$ cat src/rtl/pipe_pkg.sv
// Shared pipeline types: datapath widths, writeback FSM states and the WB register payload.
package pipe_pkg;

    localparam int DEF_DATA_W    = 32;
    localparam int DEF_REG_NUM_W = 5;

    typedef enum logic {
        RUN    = 1'b0,
        HALTED = 1'b1
    } wb_state_e;

    typedef struct packed {
        logic                     valid;
        logic                     is_ld;
        logic                     is_wb;
        logic                     is_halt;
        logic [DEF_REG_NUM_W-1:0] rd_num;
        logic [DEF_DATA_W-1:0]    alu_val;
        logic [DEF_DATA_W-1:0]    dmem_val;
    } wb_entry_t;

endpackage

$ cat src/rtl/wb_pipe_reg.sv
// WB pipeline register: flush beats stall, stall holds, a non-running stage loads bubbles.
module wb_pipe_reg
    import pipe_pkg::*;
(
    input  logic      clk,
    input  logic      rst_n,
    input  logic      flush,
    input  logic      stall,
    input  logic      run,
    input  wb_entry_t entry_in,
    output wb_entry_t entry_out
);

    wb_entry_t entry_d;
    wb_entry_t entry_q;

    always_comb begin
        entry_d = entry_q;
        if (flush) begin
            entry_d = '0;
        end else if (stall) begin
            entry_d = entry_q;
        end else if (!run) begin
            entry_d = '0;
        end else begin
            entry_d = entry_in;
        end
    end

    always_ff @(posedge clk or negedge rst_n) begin
        if (!rst_n) begin
            entry_q <= '0;
        end else begin
            entry_q <= entry_d;
        end
    end

    assign entry_out = entry_q;

endmodule

$ cat src/rtl/writeback.sv
// Writeback stage: drives the register-file write port from the WB register,
// counts retirements and freezes architectural writes after a halt retires.
module writeback
    import pipe_pkg::*;
#(
    parameter int DATA_W    = DEF_DATA_W,
    parameter int REG_NUM_W = DEF_REG_NUM_W,
    parameter int CNT_W     = 32
) (
    input  logic                 clk,
    input  logic                 rst_n,
    input  logic                 stall,
    input  logic                 flush,
    input  logic                 resume,
    input  logic                 valid_in,
    input  logic                 is_ld_op_passthrough,
    input  logic                 is_wb_op_passthrough,
    input  logic                 is_halt_op_passthrough,
    input  logic [REG_NUM_W-1:0] rd_num_passthrough,
    input  logic [DATA_W-1:0]    alu_val_passthrough,
    input  logic [DATA_W-1:0]    dmem_val_passthrough,
    output logic                 rf_write_en,
    output logic [REG_NUM_W-1:0] rf_write_num,
    output logic [DATA_W-1:0]    rf_write_val,
    output logic                 halt_req,
    output logic                 halted,
    output logic [CNT_W-1:0]     retired_count
);

    wb_state_e        state_d, state_q;
    logic [CNT_W-1:0] retired_count_d, retired_count_q;
    wb_entry_t        entry_in;
    wb_entry_t        wb_q;
    logic             running;
    logic             retire;

    always_comb begin
        entry_in          = '0;
        entry_in.valid    = valid_in;
        entry_in.is_ld    = is_ld_op_passthrough;
        entry_in.is_wb    = is_wb_op_passthrough;
        entry_in.is_halt  = is_halt_op_passthrough;
        entry_in.rd_num   = rd_num_passthrough;
        entry_in.alu_val  = alu_val_passthrough;
        entry_in.dmem_val = dmem_val_passthrough;
    end

    assign running = (state_q == RUN);

    wb_pipe_reg u_wb_pipe_reg (
        .clk       (clk),
        .rst_n     (rst_n),
        .flush     (flush),
        .stall     (stall),
        .run       (running),
        .entry_in  (entry_in),
        .entry_out (wb_q)
    );

    // An entry retires in the cycle before it is replaced, so a stalled entry waits.
    assign retire = wb_q.valid & ~stall & running;

    always_comb begin
        state_d = state_q;
        case (state_q)
            RUN:     if (retire && wb_q.is_halt) state_d = HALTED;
            HALTED:  if (resume)                 state_d = RUN;
            default: state_d = RUN;
        endcase
    end

    always_comb begin
        retired_count_d = retired_count_q;
        if (retire) begin
            retired_count_d = retired_count_q + CNT_W'(1);
        end
    end

    always_ff @(posedge clk or negedge rst_n) begin
        if (!rst_n) begin
            state_q         <= RUN;
            retired_count_q <= '0;
        end else begin
            state_q         <= state_d;
            retired_count_q <= retired_count_d;
        end
    end

    // Halts never write; r0 writes are dropped but the entry still retires.
    assign rf_write_en   = retire & (wb_q.is_ld | wb_q.is_wb) & ~wb_q.is_halt
                         & (wb_q.rd_num != '0);
    assign rf_write_num  = wb_q.rd_num;
    assign rf_write_val  = wb_q.is_ld ? wb_q.dmem_val : wb_q.alu_val;
    assign halt_req      = wb_q.valid & wb_q.is_halt & running;
    assign halted        = (state_q == HALTED);
    assign retired_count = retired_count_q;

endmodule

$ cat config.mk
export PLATFORM = sky130hd
export DESIGN_NAME = writeback
export DESIGN_NICKNAME = d
export VERILOG_FILES = /design/src/rtl/pipe_pkg.sv /design/src/rtl/wb_pipe_reg.sv /design/src/rtl/writeback.sv
export SDC_FILE = /design/constraint.sdc
export NUM_CORES = 1
export LEC_CHECK = 0
export CORE_MARGIN = 3
export CORE_UTILIZATION = 46
export CTS_BUF_LIST = sky130_fd_sc_hd__clkbuf_16
export CTS_CLUSTER_DIAMETER = 30
export DETAILED_ROUTE_END_ITERATION = 12
export GPL_TIMING_DRIVEN = 0
export PLACE_DENSITY_LB_ADDON = 0.2
export SLEW_MARGIN = 10
export SYNTH_ARGS = -nofsm -noshare
export SYNTH_HDL_FRONTEND = slang
export SYNTH_SLANG_ARGS = --single-unit
$ cat constraint.sdc
create_clock -name clk -period 2.15 [get_ports clk]
set_input_delay 0.43 -clock clk [delete_from_list [all_inputs] [get_ports clk]]
set_output_delay 0.43 -clock clk [all_outputs]
set_load 0.05 [all_outputs]
* After elaboration in Yosys (flattened, before gate mapping)
Cells that the tools add are included.
** Operators by class
- Bitwise gates (word level) :: 11
- Reductions and logical operators :: 2
- Mux-type cells :: 7
- Add/sub/neg operators :: 1
- Equality and inequality tests :: 1
** Operators with widths (number)
- 73-bit 2-to-1 mux :: 3
- 32-bit by 1-bit adder with 32-bit output, second input constant :: 1
- 32-bit 2-to-1 mux :: 1
- 1-bit AND :: 7
- 5-bit nonzero test :: 1
- 1-bit inverter :: 3
- 1-bit 2-to-1 mux :: 2
- 2-bit by 1-bit != test with 1-bit output, second input constant :: 1
- 1-bit case mux with 2 select lines :: 1
- 1-bit logical AND :: 1
- 1-bit bitwise OR :: 1
** Word-level totals
- Output and inout bits :: 72
- Word-level logic and storage cells :: 31
- Bits of input ports :: 78
- Register bits after elaboration :: 106

* Logic depth before layout (Yosys ltp)
Gate-level depths: netlist of run 1.
- Depth after elaboration :: 6
- Depth in mapped cells :: 6
- Mapped depth without buffers :: 5

* Cells and area by module
Synthesis of run 1 repeated with hierarchy kept, for this count alone.
** Unflattened totals
- Cell total of the unflattened synthesis :: 343
- Area, all modules :: 4675.7 um^2
** Modules (own cells, without submodules)
- wb_pipe_reg :: cells each 172, area each 2776.4 um^2, seq. area each 1826.8 um^2, instances 1
- writeback :: cells each 171, area each 1899.3 um^2, seq. area each 825.8 um^2, instances 1

* Worst setup path before layout of run 1
Ideal clock, no wire load.
- Path kind :: register -> output
- Start point :: reg state_q (netlist: halted)
- End point :: out rf_write_en
- Buffers on the path :: 0
- Required time :: 1.720 ns
- Stages on the path, launching flop included :: 3
- Path slack :: -0.992 ns
- Arrival :: 2.712 ns
- Cells stage by stage :: dfrtp_1 -> nor3b_4 -> nor4b_1
** On the way
- Cells in the longest elaborated chain, start to end :: 5
** Ends and longest elaborated chain
- start, declared :: line writeback.sv:30 : wb_state_e state_d, state_q;
- start signal, assigned :: line writeback.sv:84 : state_q <= state_d;
- 1-bit inverter
- 1-bit AND :: line writeback.sv:61 : assign retire = wb_q.valid & ~stall & running;
- 1-bit AND (2 in a row) :: line writeback.sv:90 : assign rf_write_en = retire & (wb_q.is_ld | wb_q.is_wb) & ~wb_q.is_halt
- 1-bit AND :: line writeback.sv:91 : & (wb_q.rd_num != '0);
- end, declared :: line writeback.sv:22 : output logic rf_write_en,
Every way passes these cells.

* Final worst setup path of run 1
- Start point :: reg u_wb_pipe_reg.entry_q, in the netlist u_wb_pipe_reg.entry_out[71]
- End point :: out rf_write_val[1]
** On the way
- Cells in the longest elaborated chain, start to end :: 1
** Ends and longest elaborated chain
- start, declared :: line wb_pipe_reg.sv:15 : wb_entry_t entry_q;
- start signal, assigned :: line wb_pipe_reg.sv:34 : entry_q <= entry_d;
- 32-bit 2-to-1 mux :: line writeback.sv:93 : assign rf_write_val = wb_q.is_ld ? wb_q.dmem_val : wb_q.alu_val;
- end, declared :: line writeback.sv:24 : output logic [DATA_W-1:0] rf_write_val,
Every way passes these cells.

==> out/summary.txt, run 1 <==
Max Clk Rate: 471 MHz
DR WL/cell: 17.2 um
sequential power share: 0.475
Pint: 3.29 mW
register bit total from synthesis: 106
IO buf count: 149
Placer Congestion: 0.826
Skew-Pair Late Insertion Delay: 0.33 ns
die area: 11,200 sq um
met1 usage: 0.284
CTS tree: done
Comb power frac: 0.202
Hold Crit Class: reg2reg
Worst Setup Start Kind: flop
outcome: completed
Max Fanout on Critical Path: 5
I/O pin count: 150
initial core utilization: 0.483
period utilisation layout: 0.987
clk buf depth: 2
initial antenna violation count: 0
detailed placer's ending HPWL: 7910 um
slew of the pin with the lowest slew margin: 0.679 ns
minimum clock period: 2.12 ns
DRC Markers: 0
final hold slack: 0.463 ns
PD cells: 719 nW/um^2
grt ovf: 0
Slew HR: 0.545
# diodes: 0
Max H-tree Level: 3
Syn Nets: 427
share of layout cells above drive strength 1: 0.200
met3 Usage GRT: 0.0435
die width: 106 um
Synth warnings: 0
Initial DRC Count: 120
Worst VDD drop: 0.413 mV
area of the multi-input gates: 1810 sq um
Critical Path AT: 1.69 ns
library cells used by synthesis: 34
Root Driver: clkbuf_16
synthesized cell area: 4570 sq um
GR peak layer: met2
vias in the first global route: 3,664
ANT nets after route: 0
detail-routed via count per cell: 5.41
num rows: 35
DP Worst Slack: -0.803 ns
clock skew: 0.00677 ns
Max-Cap Viols: 0
static leakage: 3.04 nW
Hold Vio Cnt, Final: 0
crit end category: output pin
clock share of power: 0.324
worst setup path class: reg2out
worst setup margin: 0.0285 ns
fill count: 781
first-pass GRT wire length: 18,500 um
Mapped Avg Cell Area: 13.1 sq um
Post-Syn Instances: 348
Layout area overhead: 42.6%
Post-Route WL: 11,100 um
DIE HEIGHT: 106 um
worst path required time: 1.72 ns
TritonRoute pass-1 iters: 4
core area: 9460 sq um
largest net degree at the start of global routing: 91
total number of vias: 3,490
Reg clk slew, reported paths: 0.07 ns
Sink Count: 106
met2 Resource Use GR: 0.327
Final setup viols: 0
Switch Pwr: 1.39 mW
switching part of the total: 0.297
Slew Limit Fails: 0
Reg area: 2650 sq um
post-synthesis sequential area ratio: 0.581
TritonCTS Buffers: 9
Total GRT Usage: 0.205
Nets: 590
RSZ-0062 raised after global routing: yes
==> registers in the layout, indices dropped and copies added, names as in the netlist <==
name and flops:
u_wb_pipe_reg.entry_out 73, halted 1, retired_count 32
==> worst max-delay path, stage by stage, from the launching register on <==
cell           delay, ns
dfrtp_2             0.47
buf_12              0.15
mux2_2              0.21
dlygate4sd2_1       0.54
==> per-layer routing <==
metal / routed length [um] / part of all wire
met5: 0 / 0
met4: 137 / 0.012
met3: 636 / 0.057
met2: 5340 / 0.48
met1: 5010 / 0.45
==> power groups by stage <==
stage | registers (mW) | clock network [mW] | logic, mW
4_1_cts | 2.22 | 1.53 | 0.960
6_report | 2.22 | 1.52 | 0.944
3_5_place_dp | 2.25 | 0 | 0.979
3_3_place_gp | 2.25 | 0 | 0.965
5_1_grt | 2.25 | 1.64 | 1.00
2_1_floorplan | 2.36 | 0 | 0.431
==> stage by stage <==
step / setup TNS, ns / instance area, sq um / util / power (mW) / std cells
5_1_grt: -0.0654 / 6520 / 0.689 / 4.89 / 645
2_1_floorplan: 0 / 4580 / - / 2.79 / 348
4_1_cts: -0.177 / 6570 / 0.695 / 4.71 / 644
6_report: 0 / 6520 / 0.689 / 4.68 / 645
3_5_place_dp: -24.72 / 6260 / 0.662 / 3.23 / 627
3_3_place_gp: -371.36 / 6240 / 0.659 / 3.22 / 626
==> cell families (layout without fill, tap and decap cells) <==
logic type      Yosys count  in the layout  synth area share
flops                   106            106             0.581
simple gates             76             76             0.108
compound gates           74             74             0.141
mux                      33             33            0.0813
xor+xnor                 31             31            0.0594
buf+inv                  27            195            0.0266
fa+ha+maj                 1              1           0.00274
==> cell usage after synthesis <==
master	number	area, sq um
nor4_1	2	12.5
a22o_1	73	639
buf_2	1	5.00
nor3_1	4	20.0
nand4_2	1	12.5
ha_1	1	12.5
xor2_1	13	114
nand4_1	13	81.3
and3b_1	1	8.76
nor2b_1	1	6.26
nand4_4	1	21.3
or2_4	1	8.76
and4_1	3	26.3
dfrtp_1	106	2650
nor4_2	3	37.5
or2_1	1	6.26
xnor2_1	18	158
nand4b_1	1	8.76
nor4b_1	1	8.76
nor2_1	6	22.5
buf_4	5	37.5
and2_1	2	12.5
nor3_2	2	20.0
inv_1	1	3.75
nand4bb_1	1	11.3
o21ai_0	1	5.00
nor3b_4	1	18.8
nand3_1	8	40.0
or4_1	1	7.51
nand2_1	14	52.6
mux2_2	33	372
buf_1	1	3.75
clkbuf_1	19	71.3
and3_1	8	50.1
==> layout by cell type (no fill, tap or decap), drive strengths merged, types with 2 or more instances in the layout <==
cell / instances
or2: 2
clkinv: 4
nor4: 5
xor2: 13
dlymetal6s2s: 2
nand2: 14
nor3: 6
clkbuf: 30
a22o: 73
and2: 2
clkdlybuf4s50: 111
nand3: 8
and4: 3
dfrtp: 106
dlygate4sd2: 4
nor2: 6
inv: 4
and3: 8
buf: 28
xnor2: 18
clkdlybuf4s15: 11
nand4: 15
mux2: 33
==> path summary, 6_finish.rpt <==
kind	to	startpoint	depth (start not counted)	slack (ns)
worst min register to register	retired_count[31]	retired_count[31]	1	0.46
min in group asynchronous	u_wb_pipe_reg.entry_out[64]	rst_n	2	0.50
worst min-delay path	retired_count[31]	retired_count[31]	1	0.46
worst max register to register	retired_count[18]	retired_count[2]	5	0.33
worst max-delay path	rf_write_val[1]	u_wb_pipe_reg.entry_out[71]	3	0.03
max in group asynchronous	retired_count[21]	rst_n	3	0.96
==> repair_timing <==
action                                 4_1_cts  5_1_grt
setup buffers                                1        1
gates resized for setup                    112       34
pin swaps                                    1        0
endpoints found under the hold margin       16        0
hold buffers                                 1        0
cloned                                       0        0
setup endpoints to repair                   35       26
==> cell type report <==
class	instances	share of cell area
sequential	106	0.407
multi-input combinational	215	0.278
timing repair buffer	153	0.226
clock buffer	9	0.0346
tap	129	0.0248
buffer	25	0.0211
clock inverter	7	0.00730
inverter	1	0.000576
No activity file was read; power rests on OpenSTA's default activity.
==> run 2, diff against run 1 <==
Settings changed: CORE_ASPECT_RATIO from default to 0.9, DONT_BUFFER_PORTS from default to 1.
==> run 2 against run 1 <==
Compared with the run above:
- count of clock-buffer cells in the layout unchanged
- die area about the same
- combinational power down 49%
- first-iteration DRC count up 17%
- the run now ends with negative hold slack, negative setup slack left
- clock power up 12%
- hold slack worse by 0.68 ns
- non-clock buffer count down 152
- final cell count down 25%
- sequential share of layout area up 12 points
- wire length down 8.7%
- largest power group unchanged
==> out/summary.txt, run 2 (synthesis gave the netlist of run 1 again) <==
DRC Markers: 0 (unchanged)
Root Driver: clkbuf_16
vias in the first global route: 3,047 (-17%)
final hold slack: -0.212 ns (-0.675 ns)
Placer Congestion: 0.752 (-9.0%)
Hold Vio Cnt, Final: 106 (+106)
clock skew: 0.00763 ns (+0.000867 ns)
Hold Crit Class: in2async
grt ovf: 0 (unchanged)
outcome: finished with violations
initial antenna violation count: 0 (unchanged)
Largest register FFs: 73 (unchanged)
static leakage: 2.38 nW (-22%)
Worst Setup Start Kind: flop
Critical Path AT: 1.76 ns (+0.07 ns)
Worst setup startpoint: halted
DIE HEIGHT: 101 um (-4.8%)
met2 Resource Use GR: 0.288 (-0.0383)
initial core utilization: 0.487 (+0.00445)
crit path to: rf_write_en
met1 usage: 0.238 (-0.0465)
Skew-Pair Late Insertion Delay: 0.33 ns (about the same)
first-pass GRT wire length: 16,400 um (-11%)
minimum clock period: 2.19 ns (+0.0662 ns)
Max-Cap Viols: 0 (unchanged)
share of layout cells above drive strength 1: 0.220 (+0.0208)
Post-DP Area: 4740 sq um (-24%)
die width: 111 um (+5.1%)
Initial DRC Count: 140 (+17%)
core area: 9370 sq um (-0.91%)
I/O pin count: 150 (unchanged)
commonest non-fill, non-tap cell in the layout: dfrtp_1
DP Worst Slack: -0.272 ns (+0.531 ns)
total number of vias: 2,904 (-17%)
num rows: 33 (-5.7%)
Post-Route Utilization: 0.544 (-0.145)
clock share of power: 0.375 (+0.051)
sequential power share: 0.519 (+0.044)
Max Fanout on Critical Path: 5 (unchanged)
RSZ-0062 raised after global routing: yes
CTS tree: done
Final setup viols: 1 (+1)
Max H-tree Level: 3 (unchanged)
reg2reg path depth: 4 (-1)
TritonCTS Buffers: 9 (unchanged)
worst setup path class: reg2out
Worst VDD drop: 0.386 mV (-6.6%)
Slew Limit Fails: 0 (unchanged)
PD cells: 895 nW/um^2 (+25%)
Total GRT Usage: 0.182 (-0.0223)
ANT nets after route: 0 (unchanged)
switching part of the total: 0.279 (-0.0176)
Sink Count: 106 (unchanged)
period utilisation layout: 1.02 (+0.0308)
Max Clk Rate: 457 MHz (-3.0%)
slew of the pin with the lowest slew margin: 0.734 ns (+0.0550 ns)
failing checks: negative hold slack, negative setup slack
GR peak layer: met2
fill count: 786 (+0.64%)
TritonRoute pass-1 iters: 4 (unchanged)
Pwr Total: 4.56 mW (-2.6%)
most frequent cells in the layout: dfrtp_1 (93), a22o_1 (73), mux2_2 (33)
worst setup margin: -0.0377 ns (-0.0662 ns)
Reg clk slew, reported paths: 0.07 ns (about the same)
Layout area overhead: 11.6%
# diodes: 0 (unchanged)
met3 Usage GRT: 0.0732 (+0.0298)
detailed placer's ending HPWL: 6880 um (-13%)
DR WL/cell: 21.0 um (+21%)
crit end category: output pin
cell area after layout: 5100 sq um (-22%)
IO buf count: 0 (-100%)
Pint: 3.29 mW (-0.14%)
r2r setup slk: 0.12 ns (-0.21 ns)
worst path required time: 1.72 ns (about the same)
Comb power frac: 0.106 (-0.096)
detail-routed via count per cell: 5.99 (+11%)
capturing point of the worst reg2reg path: retired_count[18]
final cell count without fillers: 485 (-25%)
Inst Count DP: 470 (-25%)
Switch Pwr: 1.27 mW (-8.4%)
Post-Route WL: 10,200 um (-8.7%)
clk buf depth: 2 (unchanged)
Slew HR: 0.509 (-0.0363)
die area: 11,200 sq um (about the same)
Reg-to-Reg Start: retired_count[11]
largest net degree at the start of global routing: 107 (+18%)
Setup TNS: -0.0377 ns (-0.0377 ns)
Nets: 438 (-26%)
==> run 2: worst min-delay path by stage <==
| stage | from | endpoint | slack [ns] | cells after the start |
|---|---|---|---|---|
| floorplan | rst_n | halted | 0.13 | 0 |
| global placement | rst_n | retired_count[7] | 0.14 | 0 |
| detailed placement | rst_n | retired_count[8] | 0.14 | 0 |
| CTS | rst_n | retired_count[8] | -0.23 | 0 |
| global route | rst_n | retired_count[8] | -0.23 | 0 |
| finish | rst_n | retired_count[4] | -0.21 | 0 |
==> run 2: repair_timing <==
| item | 4_1_cts | 5_1_grt |
|---|---|---|
| buffers inserted | 1 | 0 |
| setup endpoints to repair | 38 | 15 |
| hold endpoints to repair | 106 | 106 |
| resized for setup | 15 | 6 |
| pin swaps | 2 | 0 |
==> run 2: power groups by stage <==
stage / Sequential (mW) / Combinational (mW) / Clock, mW
5_1_grt: 2.39 / 0.517 / 1.84
6_report: 2.37 / 0.484 / 1.71
3_3_place_gp: 2.40 / 0.476 / 0
4_1_cts: 2.37 / 0.484 / 1.76
3_5_place_dp: 2.40 / 0.483 / 0
2_1_floorplan: 2.36 / 0.431 / 0
==> run 2: layout make-up <==
type	instances	area [sq um]	area share
flip-flops and latches	106	2670	0.524
multi-input cells	215	1820	0.357
clock buffers	9	225	0.0442
well taps	122	153	0.0299
plain buffers	25	138	0.0270
clock inverters	6	83.8	0.0164
repair buffers	1	7.51	0.00147
inverters	1	3.75	0.000736
==> run 2: worst max-delay path, cell delays in order, from the launching register on <==
cell and delay [ns]:
dfrtp_2 0.55, nor3b_4 0.24, nor4b_4 0.64
==> run 2: metal layers <==
| metal | part of all wire | wire length [um] |
|---|---|---|
| met1 | 0.43 | 4370 |
| met4 | 0.0092 | 93 |
| met3 | 0.084 | 855 |
| met5 | 0 | 0 |
| met2 | 0.48 | 4840 |
==> run 3, diff against run 2 <==
Settings changed: ABC_CLOCK_PERIOD_IN_PS from default to 2150, CTS_BUF_LIST sky130_fd_sc_hd__clkbuf_16 to sky130_fd_sc_hd__clkbuf_8, SYNTH_HIERARCHICAL from default to 1.
==> run 3 against run 2 <==
Compared with the run above:
- the flow still finishes with violations (negative hold slack, negative setup slack)
- final cell count fell by 0.21%
- fmax fell by 7.8%
- wire length rose by 8.9%
- non-clock buffer count rose by 4
- first-iteration DRC count rose by 74%
- worst setup slack got worse by 0.19 ns
- area after synthesis rose by 2.4%
- die area rose by 2.2%
- hold slack got worse by 0.040 ns
- highest routed layer unchanged
- sequential power barely moved
- via count rose by 5.6%
- clock skew rose by 0.0024 ns
==> out/summary.txt, run 3 <==
slew of the pin with the lowest slew margin: 0.777 ns (+0.0429 ns)
register bit total from synthesis: 106 (unchanged)
initial core utilization: 0.478 (-0.00951)
Hold Vio Cnt, Final: 106 (unchanged)
Total GRT Usage: 0.195 (+0.0130)
top_reg_cell synth: dfrtp_1
synth cell count leaders: dfrtp_1 (106), a32o_1 (73), mux2_2 (33)
Syn Nets: 422 (-1.2%)
clock skew: 0.0101 ns (+0.00244 ns)
detail-routed via count per cell: 6.34 (+5.8%)
Sink Count: 106 (unchanged)
die width: 112 um (+1.1%)
core area: 9780 sq um (+4.4%)
Post-Syn Instances: 343 (-1.4%)
post-synthesis sequential area ratio: 0.567 (-0.0134)
DRC Markers: 0 (unchanged)
worst path required time: 1.72 ns (about the same)
TritonRoute pass-1 iters: 4 (unchanged)
CTS tree: done
top cell family by delay on the critical path: simple AND/OR/NAND/NOR gates
top cells by area, synth: dfrtp_1 (57%), a32o_1 (16%), mux2_2 (7.9%), xnor2_1 (5.1%), buf_6 (3.6%)
Slew HR: 0.478 (-0.0304)
top cell type's share of synthesized area: 0.567 (-0.0134)
Max stage delay on crit path: 0.60 ns (-0.04 ns)
Synth warnings: 6 (+6)
first-pass GRT wire length: 17,500 um (+6.1%)
crit path buf inv count: 0 (unchanged)
num rows: 34 (+3.0%)
failing checks: negative hold slack, negative setup slack
DIE HEIGHT: 102 um (+1.1%)
Skew-Pair Late Insertion Delay: 0.36 ns (+0.03 ns)
share of layout cells above drive strength 1: 0.274 (+0.0534)
Worst VDD drop: 0.695 mV (+80%)
most common cell in the netlist: dfrtp_1
Max H-tree Level: 3 (unchanged)
Initial DRC Count: 244 (+74%)
FFs w/ async S/R, synth: 1.00 (unchanged)
detailed placer's ending HPWL: 7830 um (+14%)
worst setup margin: -0.224 ns (-0.186 ns)
Layout area overhead: 10.1%
crit end category: output pin
minimum clock period: 2.37 ns (+0.186 ns)
Slew Limit Fails: 0 (unchanged)
slowest cell on the critical path: nor4_4
Hold Crit Class: in2async
DR WL/cell: 22.9 um (+9.2%)
period utilisation layout: 1.10 (+0.0866)
grt ovf: 0 (unchanged)
Yosys top cell by area: dfrtp_1
largest net degree at the start of global routing: 107 (unchanged)
die area: 11,400 sq um (+2.2%)
RSZ-0062 raised after global routing: yes
library cells used by synthesis: 29 (-15%)
synthesized cell area: 4680 sq um (+2.4%)
Critical Path AT: 1.94 ns (+0.18 ns)
Placer Congestion: 0.779 (+3.7%)
EDFF count, synth: 0 (unchanged)
Reg clk slew, reported paths: 0.10 ns (+0.03 ns)
Max-Cap Viols: 0 (unchanged)
PD cells: 843 nW/um^2 (-5.8%)
initial antenna violation count: 0 (unchanged)
commonest non-fill, non-tap cell in the layout: dfrtp_1
Nets: 433 (-1.1%)
Critical Path, Cell by Cell: or3b_4 -> nor4_4
TritonCTS Buffers: 9 (unchanged)
vias in the first global route: 3,250 (+6.7%)
I/O pin count: 150 (unchanged)
final hold slack: -0.253 ns (-0.0404 ns)
Max Clk Rate: 421 MHz (-7.8%)
# diodes: 0 (unchanged)
outcome: finished with violations
IO buf count: 0 (unchanged)
Mapped Avg Cell Area: 13.6 sq um (+3.8%)
Pwr Total: 4.34 mW (-4.8%)
Inst Count DP: 469 (-0.21%)
most frequent cells in the layout: dfrtp_1 (85), a32o_1 (73), mux2_2 (33)
ANT nets after route: 0 (unchanged)
Post-Route WL: 11,100 um (+8.9%)
Post-Route Utilization: 0.526 (-0.0176)
Largest register FFs: 73 (unchanged)
Final setup viols: 1 (unchanged)
total number of vias: 3,067 (+5.6%)
Max Fanout on Critical Path: 5 (unchanged)
clk buf depth: 2 (unchanged)
Root Driver: clkbuf_8
static leakage: 2.17 nW (-8.9%)
worst setup path class: reg2out
DP Worst Slack: -0.259 ns (+0.0127 ns)
final cell count without fillers: 484 (-0.21%)
Worst Setup Start Kind: flop
==> run 3: cell count changes after synthesis, moves of 3 or more <==
cell | previous run | this run
a22o_1 | 73 | 0
a32o_1 | 0 | 73
buf_6 | 0 | 15
xnor2_1 | 18 | 27
xor2_1 | 13 | 4
clkbuf_1 | 19 | 11
nand2_1 | 14 | 9
buf_4 | 5 | 1
nand3_1 | 8 | 12
inv_1 | 1 | 4
==> run 3: where the power goes <==
group	leakage, nW	total (mW)	switching (mW)	internal, mW
clock network	0.118	1.44	0.644	0.797
logic	0.662	0.516	0.327	0.189
registers	1.39	2.39	0.273	2.11
total	2.17	4.34	1.24	3.10
==> run 3: metal layers <==
metal,share of wire,wire length (um),global-route usage
met1,0.44,4910,0.260
met2,0.46,5110,0.295
met3,0.073,809,0.0771
met4,0.022,243,0.0665
met5,0,0,0
==> run 3: final cells by class <==
cell class | instances | area (sq um)
fill | 878 | 4640
inverter | 5 | 18.8
clock buffer | 10 | 138
multi-input combinational | 202 | 1800
clock inverter | 5 | 103
timing repair buffer | 2 | 15.0
tap | 126 | 158
sequential | 106 | 2680
buffer | 28 | 238
==> run 3: per-stage QoR <==
| step | cell area (sq um) | hold slack [ns] | TNS, ns |
|---|---|---|---|
| 5_1_grt | 5150 | -0.288 | -0.425 |
| 6_report | 5150 | -0.253 | -0.224 |
| 3_5_place_dp | 4850 | 0.137 | -2.25 |
| 3_3_place_gp | 4850 | 0.137 | -1.88 |
| 4_1_cts | 5130 | -0.271 | -0.409 |
| 2_1_floorplan | 4690 | 0.134 | 0 |
==> run 3: timing repair <==
item                       in CTS  in global routing
pin swaps                       2                  4
gates cloned                    0                  0
hold endpoints to repair      106                106
setup endpoints to repair      43                 43
setup buffers                   1                  1
resized for setup              18                 15
==> run 3: kinds of logic (layout without fill, tap and decap cells) <==
group	after synthesis	after routing	share of synthesized area
buffers and inverters	35	50	0.0538
flip-flops	106	106	0.567
AND/OR/NAND/NOR	63	63	0.0811
XOR/XNOR	31	31	0.0581
adder cells (fa/ha/maj)	1	1	0.00268
AO/OA/AOI/OAI	74	74	0.158
multiplexers	33	33	0.0795
==> run 3: path summary, 6_finish.rpt <==
kind | slack, ns | start | to | cells past startpoint
worst max-delay path | -0.22 | halted | rf_write_en | 2
worst min-delay path | -0.25 | rst_n | retired_count[11] | 0
min in group clk | 0.15 | resume | halted | 1
worst max register to register | 0.07 | retired_count[3] | retired_count[25] | 5
worst min register to register | 0.49 | u_wb_pipe_reg/entry_out[1] | u_wb_pipe_reg/entry_out[1] | 1
max in group asynchronous | 2.24 | rst_n | u_wb_pipe_reg/entry_out[45] | 0
